## config.mk

```make
export PLATFORM = sky130hd
export DESIGN_NAME = jop_alarm_mc
export DESIGN_NICKNAME = d
export VERILOG_FILES = /design/src/rtl/jop_alarm_mc.sv
export SDC_FILE = /design/constraint.sdc
export NUM_CORES = 1
export LEC_CHECK = 0
export BUFFER_PORTS_ARGS = -buffer_cell sky130_fd_sc_hd__clkbuf_2
export CORE_MARGIN = 2
export CORE_UTILIZATION = 30
export CTS_CLUSTER_DIAMETER = 40
export DETAILED_ROUTE_END_ITERATION = 16
export SETUP_SLACK_MARGIN = 0.15
export SYNTH_ARGS = -nofsm -noshare
export SYNTH_HDL_FRONTEND = slang
export SYNTH_SLANG_ARGS = --single-unit
export TNS_END_PERCENT = 50
```

## constraint.sdc

```tcl
create_clock -name clk_i -period 3.5 [get_ports clk_i]
set_input_delay 0.35 -clock clk_i [delete_from_list [all_inputs] [get_ports clk_i]]
set_output_delay 0.35 -clock clk_i [all_outputs]
set_load 0.02 [all_outputs]
```

## src/rtl/jop_alarm_mc.sv

```systemverilog
// Multi-channel JOP detector: per-channel saturating up/down counter on the
// retired-instruction stream, with a hysteresis (optionally sticky) alarm FSM.
//   state    | meaning
//   ST_IDLE  | counter has not crossed the high threshold, no alarm
//   ST_ALARM | alarm raised; leaves below the low threshold unless sticky
module jop_alarm_mc #(
  parameter int NumChannels   = 1,
  parameter int CntWidth      = 16,
  parameter int StepUpValue   = 10,
  parameter int StepDownValue = 20,
  parameter int ThresholdHi   = 100,
  parameter int ThresholdLo   = 50,
  parameter int Sticky        = 0
) (
  input  logic                            clk_i,
  input  logic                            rst_ni,
  input  logic [NumChannels-1:0]          instr_valid_i,
  input  logic [NumChannels-1:0]          is_ind_jump_i,
  input  logic                            clear_i,
  output logic [NumChannels*CntWidth-1:0] cnt_o,
  output logic [NumChannels-1:0]          alarm_o,
  output logic [NumChannels-1:0]          alarm_pulse_o,
  output logic                            alarm_any_o
);

  localparam longint MaxVal = (longint'(1) << CntWidth) - 1;

  if (ThresholdLo > ThresholdHi) begin : g_chk_thr_order
    $fatal(1, "ThresholdLo must not exceed ThresholdHi");
  end
  if (longint'(ThresholdHi) >= MaxVal) begin : g_chk_thr_hi
    $fatal(1, "ThresholdHi must be below the counter maximum");
  end
  if (StepUpValue <= 0 || longint'(StepUpValue) > MaxVal) begin : g_chk_up
    $fatal(1, "StepUpValue out of range");
  end
  if (StepDownValue <= 0 || longint'(StepDownValue) > MaxVal) begin : g_chk_dn
    $fatal(1, "StepDownValue out of range");
  end
  if (NumChannels < 1) begin : g_chk_nch
    $fatal(1, "NumChannels must be at least 1");
  end

  typedef enum logic {ST_IDLE, ST_ALARM} state_e;

  localparam logic [CntWidth:0]   MaxCnt     = {1'b0, {CntWidth{1'b1}}};
  localparam logic [CntWidth:0]   UpStep     = (CntWidth+1)'(StepUpValue);
  localparam logic [CntWidth:0]   DnStep     = (CntWidth+1)'(StepDownValue);
  localparam logic [CntWidth-1:0] ThrHi      = CntWidth'(ThresholdHi);
  localparam logic [CntWidth-1:0] ThrLo      = CntWidth'(ThresholdLo);
  localparam bit                  StickyMode = (Sticky != 0);

  logic [CntWidth-1:0]    cnt_q   [NumChannels];
  logic [CntWidth-1:0]    cnt_d   [NumChannels];
  state_e                 state_q [NumChannels];
  state_e                 state_d [NumChannels];
  logic [NumChannels-1:0] pulse_q;
  logic [NumChannels-1:0] pulse_d;
  logic [CntWidth:0]      arith_w;

  always_comb begin
    arith_w = '0;
    pulse_d = '0;
    for (int c = 0; c < NumChannels; c++) begin
      cnt_d[c]   = cnt_q[c];
      state_d[c] = state_q[c];
      // One extra bit of headroom so saturation and floor are detected, never wrapped.
      if (instr_valid_i[c]) begin
        if (is_ind_jump_i[c]) begin
          arith_w  = {1'b0, cnt_q[c]} + UpStep;
          cnt_d[c] = (arith_w > MaxCnt) ? MaxCnt[CntWidth-1:0] : arith_w[CntWidth-1:0];
        end else if ({1'b0, cnt_q[c]} < DnStep) begin
          cnt_d[c] = '0;
        end else begin
          arith_w  = {1'b0, cnt_q[c]} - DnStep;
          cnt_d[c] = arith_w[CntWidth-1:0];
        end
      end
      case (state_q[c])
        ST_IDLE:  if (cnt_d[c] > ThrHi) state_d[c] = ST_ALARM;
        ST_ALARM: if (!StickyMode && (cnt_d[c] < ThrLo)) state_d[c] = ST_IDLE;
        default:  state_d[c] = ST_IDLE;
      endcase
      if (clear_i) begin
        cnt_d[c]   = '0;
        state_d[c] = ST_IDLE;
      end
      pulse_d[c] = (state_q[c] == ST_IDLE) && (state_d[c] == ST_ALARM);
    end
  end

  always_ff @(posedge clk_i or negedge rst_ni) begin
    if (!rst_ni) begin
      for (int c = 0; c < NumChannels; c++) begin
        cnt_q[c]   <= '0;
        state_q[c] <= ST_IDLE;
      end
      pulse_q <= '0;
    end else begin
      for (int c = 0; c < NumChannels; c++) begin
        cnt_q[c]   <= cnt_d[c];
        state_q[c] <= state_d[c];
      end
      pulse_q <= pulse_d;
    end
  end

  for (genvar c = 0; c < NumChannels; c++) begin : g_out
    assign cnt_o[c*CntWidth +: CntWidth] = cnt_q[c];
    assign alarm_o[c]                    = (state_q[c] == ST_ALARM);
  end

  assign alarm_pulse_o = pulse_q;
  assign alarm_any_o   = |alarm_o;

endmodule

```

Word level (Yosys, flattened, before mapping)
Cells that the tools add are included.
{ "word_totals": {"ff_bits": 18, "out_inout_bits": 19} }
{ "classes": {"add_sub_neg": 2, "n_lt_le_gt_ge": 4, "muxes": 9, "bitwise_logic": 1, "reduce_logical": 1} }
{ "ops": {"columns": ["op", "n"], "rows": [
  ["$mux W16", 5],
  ["$add A16 B4 Y17 const B", 1],
  ["$gt A17 B16 Y1 const B", 1],
  ["$gt A16 B7 Y1 const B", 1],
  ["$lt A16 B5 Y1 const B", 1],
  ["$lt A16 B6 Y1 const B", 1],
  ["$sub A16 B5 Y16 const B", 1],
  ["$mux W1", 3],
  ["$pmux W1 S2", 1],
  ["$logic_and A1 B1 Y1", 1],
  ["$not A1 Y1", 1]
]} }

Longest topological paths before layout
Gate-level depths: netlist (run 1).
{ "depth": {"word_depth": 10, "mapped_depth": 12} }

Worst setup path before layout (run 1)
Ideal clock, no wire load.
{ "synth_path": {"path_type": "reg-to-reg", "startpoint": "reg cnt_q, in the netlist cnt_o[2]", "endpoint": "reg state_q (netlist: alarm_any_o)", "arrival_time_ps": 2661, "required_ps": 3363, "path_slack_ps": 702, "stages_incl_launch_ff": 11, "period_less_slack_ps": 2798, "path_cell_list": "dfrtp_1 -> ha_1 -> clkbuf_1 -> o211ai_1 -> o31a_1 -> o211ai_1 -> nor4_2 -> o31a_1 -> a311o_1 -> a311oi_2 -> a31oi_1"} }
{ "synth_between": {"elab_chain_cells": 9} }
{ "synth_lines": {"columns": ["item", "line", "source"], "rows": [
  ["start, declared", "53", "logic [CntWidth-1:0] cnt_q [NumChannels];"],
  ["start signal, assigned by index", "101", "cnt_q[c] <= cnt_d[c];"],
  ["$add A16 B4 Y17", "70", "arith_w = {1'b0, cnt_q[c]} + UpStep;"],
  ["$gt A17 B16 Y1", "71", "cnt_d[c] = (arith_w > MaxCnt) ? MaxCnt[CntWidth-1:0] : arith_w[CntWidth-1:0];"],
  ["$mux W16", "71", null],
  ["$mux W16", "69", "if (is_ind_jump_i[c]) begin"],
  ["$mux W16 *", "68", "if (instr_valid_i[c]) begin"],
  ["$lt A16 B6 Y1 or $gt A16 B7 Y1 (tied branches)", "81, 80", null],
  ["$mux W1 (on tied branches)", "81, 80", null],
  ["$pmux W1 S2 *", "79", "case (state_q[c])"],
  ["$mux W1 *", "84", "if (clear_i) begin"],
  ["via state_d", "56", "state_e state_d [NumChannels];"],
  ["end signal, assigned by index", "102", "state_q[c] <= state_d[c];"],
  ["end, declared", "55", "state_e state_q [NumChannels];"]
]} }
Mark *: on every way through the listed nets, which the timed path passes. The rest lies on a longest branch.

Worst setup path in the final report (run 1)
{ "layout_path": {"startpoint": "reg cnt_q, in the netlist cnt_o[3]", "endpoint": "reg state_q (netlist: alarm_any_o)"} }
The elaborated chain is that of the path after synthesis.

==> summary.txt, run 1 <==
Run status
  – Status: finished, final reports clean

Routing
  – Metal-1 WL: 2970 um
  – Met3 Wirelength: 706 um
  – Detail Route Antenna Nets: 0
  – DRT iter0 DRCs: 403
  – Met2 wire length: 3170 um
  – DR top layer: met4
  – Wire per inst: 20.3 um
  – DR pass1 iterations: 5
  – Via/cell ratio: 6.62
  – WL final: 7040 um
  – DR vias: 2,298
  – DRC: 0

Setup path
  – Crit-path max FO: 11
  – CP required: 3.63 ns
  – Crit Path Category: reg -> reg
  – CP Launch Type: flop
  – CP endpoint kind: flop
  – Worst EP arrival: 3.26 ns

Layout
  – Fin area: 2210 um2
  – Layout cell share with drive strength beyond 1: 21.1%
  – Most common cell after layout, fill and taps aside: clkbuf_2
  – Diodes inserted: 0
  – Most frequent cells in the layout: clkbuf_2, nor2_1, nand2_1, dfrtp_1, nand4_1
  – NumNets Final: 280
  – Synthesis-to-layout area growth: 15.0%

Placed design
  – Final Wtd Congestion: 0.959
  – Port Buffer Count: 23
  – Placed cell area: 2110 um2
  – DPL Wire Length: 5030 um

Yosys
  – Cells after Synth: 254
  – Synth Flop Type: dfrtp_1
  – Synth unique cells: 61
  – Syn Nets: 263
  – Sequential element share of the synthesized area: 23.4%
  – Number of flops mapped to enable cells by yosys: 0
  – Ys async rst share: 100%
  – Syn avg cell area: 7.58 um2
  – Synth Warn #: 0
  – Synthesized cell area: 1930 um2
  – Synth Register Bits: 18

Global route
  – Global router's overall resource usage: 19.6%
  – Initial antenna violation count: 0
  – GRT overflow: 0
  – Number of global-route vias before repair: 2,101
  – Global-route wire length before repair: 11,200 um
  – Largest net degree at the start of global routing: 26

Power and ir drop
  – Leakage: 0.866 nW
  – VDD IR max: 0.000241 V
  – P per Cell Area: 417 nW/um2

CTS
  – Root buf cell: clkbuf_8
  – # hold bufs at CTS: 0
  – Clk_lat worst skew: 0.26 ns
  – CTS clk-pin slew, worst paths: 0.07 ns
  – CTS tree: done
  – Clock tree buffer depth: 2
  – Total CTS buffers: 3
  – Clock H-tree levels: 1
  – Sink Count: 18

Worst hold path
  – Worst min path class: in -> async

Die
  – Die H: 84.1 um
  – Core Area: 6280 um2
  – Row count: 29
  – Die area: 7080 um2
  – Initial Util: 30.7%
  – Ports: 24
  – Die W: 84.1 um

STA
  – Crit path time final: 3.13 ns
  – Clock skew: 0.00386 ns
  – Slew Limit Fails: 0
  – RSZ-0062 raised after global routing: no
  – Worst Max-Slew Pin Slew: 0.635 ns
  – Setup violations, final: 0
  – Slew Limit Headroom: 57.4%
  – Fin. Hold Viols: 0
  – Setup_tns: 0 ns
  – Peak Freq: 0.319 GHz
  – Final Cycle Share: 89.5%

Run
  – Max-cap viol count: 0
-- registers in the layout (all words and copies together), names as in the netlist --
| signal | cells |
|---|---|
| alarm_any_o | 1 |
| cnt_o | 16 |
| alarm_pulse_o | 1 |
-- Yosys cell counts, types with 2 or more instances --
library cell  number  share of area [%]
dfrtp_1           18                 23
or3_4              2                1.2
o2111ai_1          3                1.4
and3_1             2               0.65
a211oi_1           3                1.2
o21ai_1            2               0.52
and4_1             3                1.4
nor2b_1           11                3.6
nand4_1           14                4.5
buf_2              7                1.8
a32oi_1            2               0.91
o41ai_1            3                1.4
nor3_2             2                1.0
mux2i_1            3                1.6
o31a_1             2               0.91
o31ai_1            6                2.3
a311oi_1           3                1.4
o32ai_1            3                1.4
o21ai_0            7                1.8
nor4_1             6                1.9
a211o_1            3                1.4
a31o_2             2               0.91
a21o_1             2               0.78
nor3_1             8                2.1
nand2_1           19                3.7
xnor2_1            2               0.91
inv_1              9                1.8
o311ai_0           2               0.91
a31oi_1            7                2.3
a21boi_0           2               0.78
nor2_1            21                4.1
ha_1               4                2.6
o22ai_1            3               0.97
a21oi_1           14                3.6
o211ai_1           4                1.6
a221oi_1           2               0.91
clkbuf_1          15                2.9
nand3_1           10                2.6
-- what timing repair did --
item                       4_1_cts  5_1_grt
gates resized for setup          0        7
setup buffers                    0        2
setup endpoints to repair        0        2
-- power by group --
part	internal, mW	total (mW)	leakage, nW	switching [mW]
registers	0.228	0.275	0.240	0.0468
logic	0.172	0.471	0.597	0.299
clock network	0.100	0.177	0.0288	0.0771
-- worst paths after layout --
kind                            endpoint  slack (ns)  cells after the start   startpoint
max in group asynchronous       cnt_o[8]        3.15                      1       rst_ni
min in group clk_i         alarm_pulse_o        0.51                      1  alarm_any_o
min                             cnt_o[7]        0.03                      1       rst_ni
max                          alarm_any_o        0.37                     10     cnt_o[3]
min reg2reg                alarm_pulse_o        0.51                      1  alarm_any_o
max reg2reg                  alarm_any_o        0.37                     10     cnt_o[3]
-- logic make-up (layout without fill, tap and decap cells) --
logic type / count (synthesis) / in the layout / synth area share [%]
buf+inv: 34 / 50 / 7.67
compound gates: 86 / 86 / 33.3
fa+ha+maj: 4 / 4 / 2.60
flops: 18 / 18 / 23.4
xor+xnor: 3 / 3 / 1.36
simple gates: 105 / 105 / 29.6
mux: 4 / 4 / 2.14
-- worst max-delay path, cell delays in order (launching register included) --
cell      delay [ns]
dfrtp_1         0.57
inv_1           0.15
ha_1            0.25
a21oi_2         0.29
nor4_1          0.12
xnor2_1         0.36
nor4_4          0.13
o31a_1          0.36
a311o_1         0.29
a311oi_2        0.33
a31oi_1         0.14
-- cell type report --
cell class,count,area [um2]
Fill cell,654,4060
Sequential cell,18,450
Clock buffer,4,55.1
Multi-Input combinational cell,202,1360
Inverter,10,37.5
Tap cell,77,96.3
Timing Repair Buffer,36,213
-- per-stage QoR --
step / std cells / hold slack (ns) / setup WS, ns / power, mW / util [%]
finish: 347 / 0.0286 / 0.368 / 0.923 / 35.3
detailed placement: 341 / 0.329 / 0.199 / 0.711 / 33.6
CTS: 345 / 0.0419 / 0.160 / 0.892 / 34.5
global route: 347 / 0.0620 / 0.146 / 0.980 / 35.3
floorplan: 254 / 0.0544 / 0.702 / 0.581 / -
global placement: 341 / 0.318 / 0.193 / 0.716 / 33.6
-- routing by layer --
metal / vias up / GRT usage [%]
li1: 1026 / -
met5: - / 0
met4: 0 / 6.89
met1: 1082 / 28.6
met2: 164 / 29.6
met3: 26 / 2.77
(Power assumes the default switching activity.)
==> run 2, diff against run 1 <==
--- a/config.mk
+++ b/config.mk
@@ -5,11 +5,11 @@
 export SDC_FILE = /design/constraint.sdc
 export NUM_CORES = 1
 export LEC_CHECK = 0
-export BUFFER_PORTS_ARGS = -buffer_cell sky130_fd_sc_hd__clkbuf_2
 export CORE_MARGIN = 2
 export CORE_UTILIZATION = 30
 export CTS_CLUSTER_DIAMETER = 40
 export DETAILED_ROUTE_END_ITERATION = 16
+export DONT_BUFFER_PORTS = 1
 export SETUP_SLACK_MARGIN = 0.15
 export SYNTH_ARGS = -nofsm -noshare
 export SYNTH_HDL_FRONTEND = slang
==> run 2 against run 1 <==
Worst hold slack improved by 0.12 ns. Critical path type unchanged. Wire length fell by 3.1%. Register-to-register slack barely moved. Highest routed layer unchanged. Maximum frequency barely moved. Sequential cell count did not move. Critical path depth fell by 1. Global-route usage fell by 0.59 points. Final cell count fell by 5.2%. Cell area fell by 4.2%.
==> summary.txt, run 2 (synthesized netlist as in run 1, its figures left out) <==
Setup path
  – Worst EP arrival: 3.29 ns (+0.03 ns)
  – Crit Path Category: reg -> reg
  – Crit-path max FO: 9 (-2)
  – CP Launch Type: flop
  – CP required: 3.67 ns (+0.04 ns)
  – CP endpoint kind: flop

Layout
  – Most common cell after layout, fill and taps aside: nor2_1
  – Area of the multi-input gates: 1340 um2 (-1.4%)
  – Layout cell share with drive strength beyond 1: 14.3% (-6.8 points)
  – NumNets Final: 262 (-6.4%)
  – Most frequent cells in the layout: nor2_1, nand2_1, dfrtp_1, buf_4
  – Fill cells: 669 (+2.3%)
  – Fin area: 2120 um2 (-4.2%)
  – Finished Core Util: 33.8% (-1.5 points)
  – Max reg flops: 16 (unchanged)
  – Synthesis-to-layout area growth: 10.2%
  – Diodes inserted: 0 (unchanged)
  – Area occupied by registers: 452 um2 (+0.28%)

CTS
  – CTS tree: done
  – Post-CTS setup buffer count: 0 (unchanged)
  – CTS clk-pin slew, worst paths: 0.07 ns (about the same)
  – Clk_lat worst skew: 0.26 ns (about the same)
  – Root buf cell: clkbuf_8
  – Total CTS buffers: 3 (unchanged)
  – Sink Count: 18 (unchanged)
  – Clock tree buffer depth: 2 (unchanged)
  – Clock H-tree levels: 1 (unchanged)

Routing
  – Via/cell ratio: 6.85 (+3.5%)
  – Wire per inst: 20.7 um (+2.2%)
  – DR vias: 2,255 (-1.9%)
  – DRC: 0 (unchanged)
  – DR pass1 iterations: 5 (unchanged)
  – Detail Route Antenna Nets: 0 (unchanged)
  – DRT iter0 DRCs: 461 (+14%)
  – WL final: 6820 um (-3.1%)

STA
  – Setup slack after layout: 0.371 ns (+0.00283 ns)
  – Peak Freq: 0.320 GHz (about the same)
  – Fin. Hold Viols: 0 (unchanged)
  – Crit path time final: 3.13 ns (-0.00283 ns)
  – Worst hold slack: 0.144 ns (+0.115 ns)
  – Worst Max-Slew Pin Slew: 0.832 ns (+0.198 ns)
  – RSZ-0062 raised after global routing: no
  – Slew Limit Fails: 0 (unchanged)
  – Slew Limit Headroom: 44.3% (-13 points)
  – Clock skew: 0.00567 ns (+0.00181 ns)
  – Setup violations, final: 0 (unchanged)
  – Final Cycle Share: 89.4% (about the same)
  – Setup_tns: 0 ns (unchanged)

Die
  – Row count: 29 (unchanged)
  – Initial Util: 30.7% (unchanged)
  – Core Area: 6280 um2 (unchanged)
  – Die W: 84.1 um (unchanged)
  – Die H: 84.1 um (unchanged)
  – Die area: 7080 um2 (unchanged)
  – Ports: 24 (unchanged)

Placed design
  – DPL Wire Length: 4900 um (-2.5%)
  – Pre-CTS WS: 0.162 ns (-0.0376 ns)
  – Final Wtd Congestion: 0.980 (+2.2%)
  – Placed cell area: 2040 um2 (-3.3%)
  – Port Buffer Count: 0 (-100%)

Power and ir drop
  – P per Cell Area: 410 nW/um2 (-1.6%)
  – Leakage: 0.791 nW (-8.6%)
  – VDD IR max: 0.000335 V (+39%)

Global route
  – Global-route wire length before repair: 11,000 um (-1.4%)
  – GRT overflow: 0 (unchanged)
  – Initial antenna violation count: 0 (unchanged)
  – Largest net degree at the start of global routing: 27 (+3.8%)
  – Global router's overall resource usage: 19.0% (-0.59 points)
  – Number of global-route vias before repair: 2,067 (-1.6%)

Worst hold path
  – Worst min path class: in -> reg

Run
  – Max-cap viol count: 0 (unchanged)

Run status
  – Status: finished, final reports clean
## run 2: cell type report
cell class / instances / share of cell area (%)
Clock buffer: 4 / 2.59
Timing Repair Buffer: 18 / 6.49
Inverter: 10 / 1.77
Multi-Input combinational cell: 202 / 63.3
Sequential cell: 18 / 21.3
Tap cell: 77 / 4.54
## run 2: routing by layer
layer	up-vias	part of all wire, %	global-route usage (%)
met5	-	0	0
met4	0	2.3	4.69
met3	27	13	5.14
met2	171	44	29.3
met1	1070	40	26.5
li1	987	-	-
## run 2: what timing repair did
item                                   in CTS  in global routing
hold buffers                                1                  0
resized for setup                           1                  2
endpoints found under the hold margin      18                  0
setup endpoints to repair                   1                  2
## run 2: per-stage QoR
stage	total power [mW]	instances
floorplan	0.581	254
global placement	0.682	324
detailed placement	0.678	324
CTS	0.861	329
global route	0.926	329
finish	0.871	329
## run 2: final timing paths
| path | startpoint | to | slack [ns] | cells after the start |
|---|---|---|---|---|
| worst max-delay path | cnt_o[2] | alarm_any_o | 0.37 | 9 |
| worst max register to register | cnt_o[2] | alarm_any_o | 0.37 | 9 |
| min in group asynchronous | rst_ni | alarm_pulse_o | 0.63 | 1 |
| worst min-delay path | clear_i | cnt_o[1] | 0.14 | 1 |
| worst min register to register | cnt_o[0] | cnt_o[0] | 0.70 | 2 |
| max in group asynchronous | rst_ni | cnt_o[1] | 2.30 | 1 |
## run 2: critical path, stage by stage (launching register included)
cell	delay (ns)
dfrtp_1	0.53
ha_1	0.40
o2111ai_1	0.19
xnor2_2	0.36
o211ai_1	0.22
nor4_4	0.40
nor2_1	0.20
a221oi_1	0.40
o31ai_1	0.12
a31oi_1	0.21
## run 2: where the power goes
| part | internal (mW) | switching, mW | total [mW] | leakage (nW) |
|---|---|---|---|---|
| sequential | 0.228 | 0.0509 | 0.279 | 0.239 |
| clock | 0.100 | 0.0719 | 0.172 | 0.0288 |
| combinational | 0.155 | 0.264 | 0.419 | 0.524 |
==> run 3, diff against run 2 <==
==> constraint.sdc (replaced) <==
create_clock -name clk_i -period 3.5 [get_ports clk_i]
set_input_delay 0.35 -clock clk_i [delete_from_list [all_inputs] [get_ports clk_i]]
set_output_delay 0.35 -clock clk_i [all_outputs]
set_load 0.05 [all_outputs]
==> run 3 against run 2 <==
Critical path depth did not move. Count of clock-buffer cells in the layout unchanged. Sequential share of layout area about the same. First-iteration DRC count shrank 34%. Wire length down 1.8%. Utilization down 0.16 points. Clock power increased by 2%. Total power rose by 5.3%. Register-to-register slack gained 0.06 ns. Combinational power rose by 7.2%. Global-route usage fell by 0.15 points. Critical path type unchanged. Largest cell class unchanged.
==> summary.txt, run 3 (synthesized netlist as in run 1, its figures left out) <==
Run status
  – Status: finished, final reports clean

Power and ir drop
  – Leakage: 0.777 nW (-1.8%)
  – Overall Power: 0.917 mW (+5.3%)
  – VDD IR max: 0.000333 V (-0.61%)
  – P per Cell Area: 434 nW/um2 (+5.8%)

Setup path
  – CP endpoint kind: flop
  – CP required: 3.64 ns (-0.03 ns)
  – R2r worst-path depth: 9 (unchanged)
  – Crit-path max FO: 9 (unchanged)
  – Flop-to-flop setup slack: 0.43 ns (+0.06 ns)
  – Slowest CP cell: dfrtp_1
  – CP Launch Type: flop
  – Crit-path cells: ha_1 > o211ai_1 > or2_2 > nor2_1 > mux2_2 > o21ai_0 > nand4_1 > a311oi_2 > a31oi_1
  – Crit Path Category: reg -> reg
  – FF-to-FF Start: cnt_o[2]
  – Maximum single-stage delay on the critical path: 0.52 ns (about the same)
  – R2r endpoint: alarm_any_o
  – Worst EP arrival: 3.21 ns (-0.08 ns)

STA
  – Setup slack after layout: 0.430 ns (+0.0587 ns)
  – Worst Max-Slew Pin Slew: 0.951 ns (+0.119 ns)
  – Crit path time final: 3.07 ns (-0.0587 ns)
  – Final Cycle Share: 87.7% (-1.7 points)
  – Peak Freq: 0.326 GHz (+1.9%)
  – Slew Limit Headroom: 36.6% (-7.7 points)
  – Slew Limit Fails: 0 (unchanged)
  – Fin. Hold Viols: 0 (unchanged)
  – Worst hold slack: 0.142 ns (-0.00169 ns)
  – Setup violations, final: 0 (unchanged)
  – Clock skew: 0.0110 ns (+0.00532 ns)
  – RSZ-0062 raised after global routing: no
  – Setup_tns: 0 ns (unchanged)

Die
  – Row count: 29 (unchanged)
  – Die W: 84.1 um (unchanged)
  – Core Area: 6280 um2 (unchanged)
  – Initial Util: 30.7% (unchanged)
  – Ports: 24 (unchanged)
  – Die area: 7080 um2 (unchanged)
  – Die H: 84.1 um (unchanged)

Placed design
  – Placed cell area: 2050 um2 (+0.37%)
  – Pre-CTS WS: 0.494 ns (+0.333 ns)
  – Placed insts: 325 (+0.31%)
  – Final Wtd Congestion: 0.953 (-2.8%)
  – Port Buffer Count: 0 (unchanged)
  – DPL Wire Length: 4840 um (-1.4%)

Layout
  – Most frequent cells in the layout: nor2_1, nand2_1, dfrtp_1, buf_4
  – NumNets Final: 263 (+0.38%)
  – Fill cells: 668 (-0.15%)
  – Diodes inserted: 0 (unchanged)
  – Fin area: 2110 um2 (-0.47%)
  – Most common cell after layout, fill and taps aside: nor2_1
  – Max reg flops: 16 (unchanged)
  – Layout cell share with drive strength beyond 1: 13.8% (-0.45 points)
  – Finished Core Util: 33.6% (-0.16 points)
  – Synthesis-to-layout area growth: 9.68%
  – Fin cells: 330 (+0.30%)

CTS
  – CTS tree: done
  – Clock tree buffer depth: 2 (unchanged)
  – CTS clk-pin slew, worst paths: 0.08 ns (about the same)
  – Root buf cell: clkbuf_8
  – Clock H-tree levels: 1 (unchanged)
  – Sink Count: 18 (unchanged)
  – Clk_lat worst skew: 0.27 ns (about the same)
  – Post_cts resized: 0 (-1)
  – Total CTS buffers: 3 (unchanged)

Routing
  – Wire per inst: 20.3 um (-2.1%)
  – DR top layer: met4
  – DRC: 0 (unchanged)
  – Metal-1 WL: 2870 um (+4.1%)
  – DRT iter0 DRCs: 305 (-34%)
  – Met3 Wirelength: 689 um (-23%)
  – DR pass1 iterations: 7 (+2)
  – DR vias: 2,157 (-4.3%)
  – Met2 wire length: 3010 um (-0.13%)
  – Via/cell ratio: 6.54 (-4.6%)
  – WL final: 6700 um (-1.8%)
  – Detail Route Antenna Nets: 0 (unchanged)

Worst hold path
  – Hold EP: cnt_o[15]
  – Hold path cells: 1 (unchanged)
  – Worst min path class: in -> reg
  – Hold Crit Start: clear_i

Run
  – Max-cap viol count: 0 (unchanged)

Global route
  – Initial antenna violation count: 0 (unchanged)
  – GRT overflow: 0 (unchanged)
  – Number of global-route vias before repair: 1,994 (-3.5%)
  – Global-route wire length before repair: 10,800 um (-2.1%)
  – Largest net degree at the start of global routing: 27 (unchanged)
  – Global router's overall resource usage: 18.9% (-0.15 points)
-- run 3: routing by layer --
layer	global-route usage (%)	vias to the layer above
met3	3.56	10
met4	6.74	0
met5	0	-
met1	27.2	1015
li1	-	985
met2	28.1	147
-- run 3: how the worst max path moves through the flow --
stage,endpoint,depth (start not counted),startpoint
5_1_grt,alarm_any_o,9,cnt_o[2]
2_1_floorplan,alarm_any_o,10,cnt_o[2]
6_report,alarm_any_o,9,cnt_o[2]
4_1_cts,alarm_any_o,10,cnt_o[2]
3_5_place_dp,alarm_any_o,9,cnt_o[2]
3_3_place_gp,alarm_any_o,10,cnt_o[2]
-- run 3: worst max-delay path: cells and delay by family, from the launching register on --
family	cells	cell delay, ns
DFF	1	0.52
and+or+nand+nor	3	0.78
AOI/OAI and AO/OA	4	0.91
adders and majority gates	1	0.40
muxes	1	0.35
-- run 3: layout make-up --
cell class | count | area, um2 | area share [%]
Clock buffer | 4 | 55.1 | 2.61
Sequential cell | 18 | 450 | 21.3
Inverter | 10 | 37.5 | 1.78
Multi-Input combinational cell | 202 | 1330 | 62.9
Tap cell | 77 | 96.3 | 4.56
Timing Repair Buffer | 19 | 145 | 6.87
-- run 3: timing repair --
action                    CTS  global route
hold buffers                1             0
setup buffers               0             0
hold endpoints to repair   18             0
-- run 3: where the power goes --
group	total, mW	leakage, nW	switching, mW	internal (mW)
clock	0.176	0.0288	0.0758	0.100
sequential	0.291	0.240	0.0636	0.228
combinational	0.449	0.508	0.297	0.153
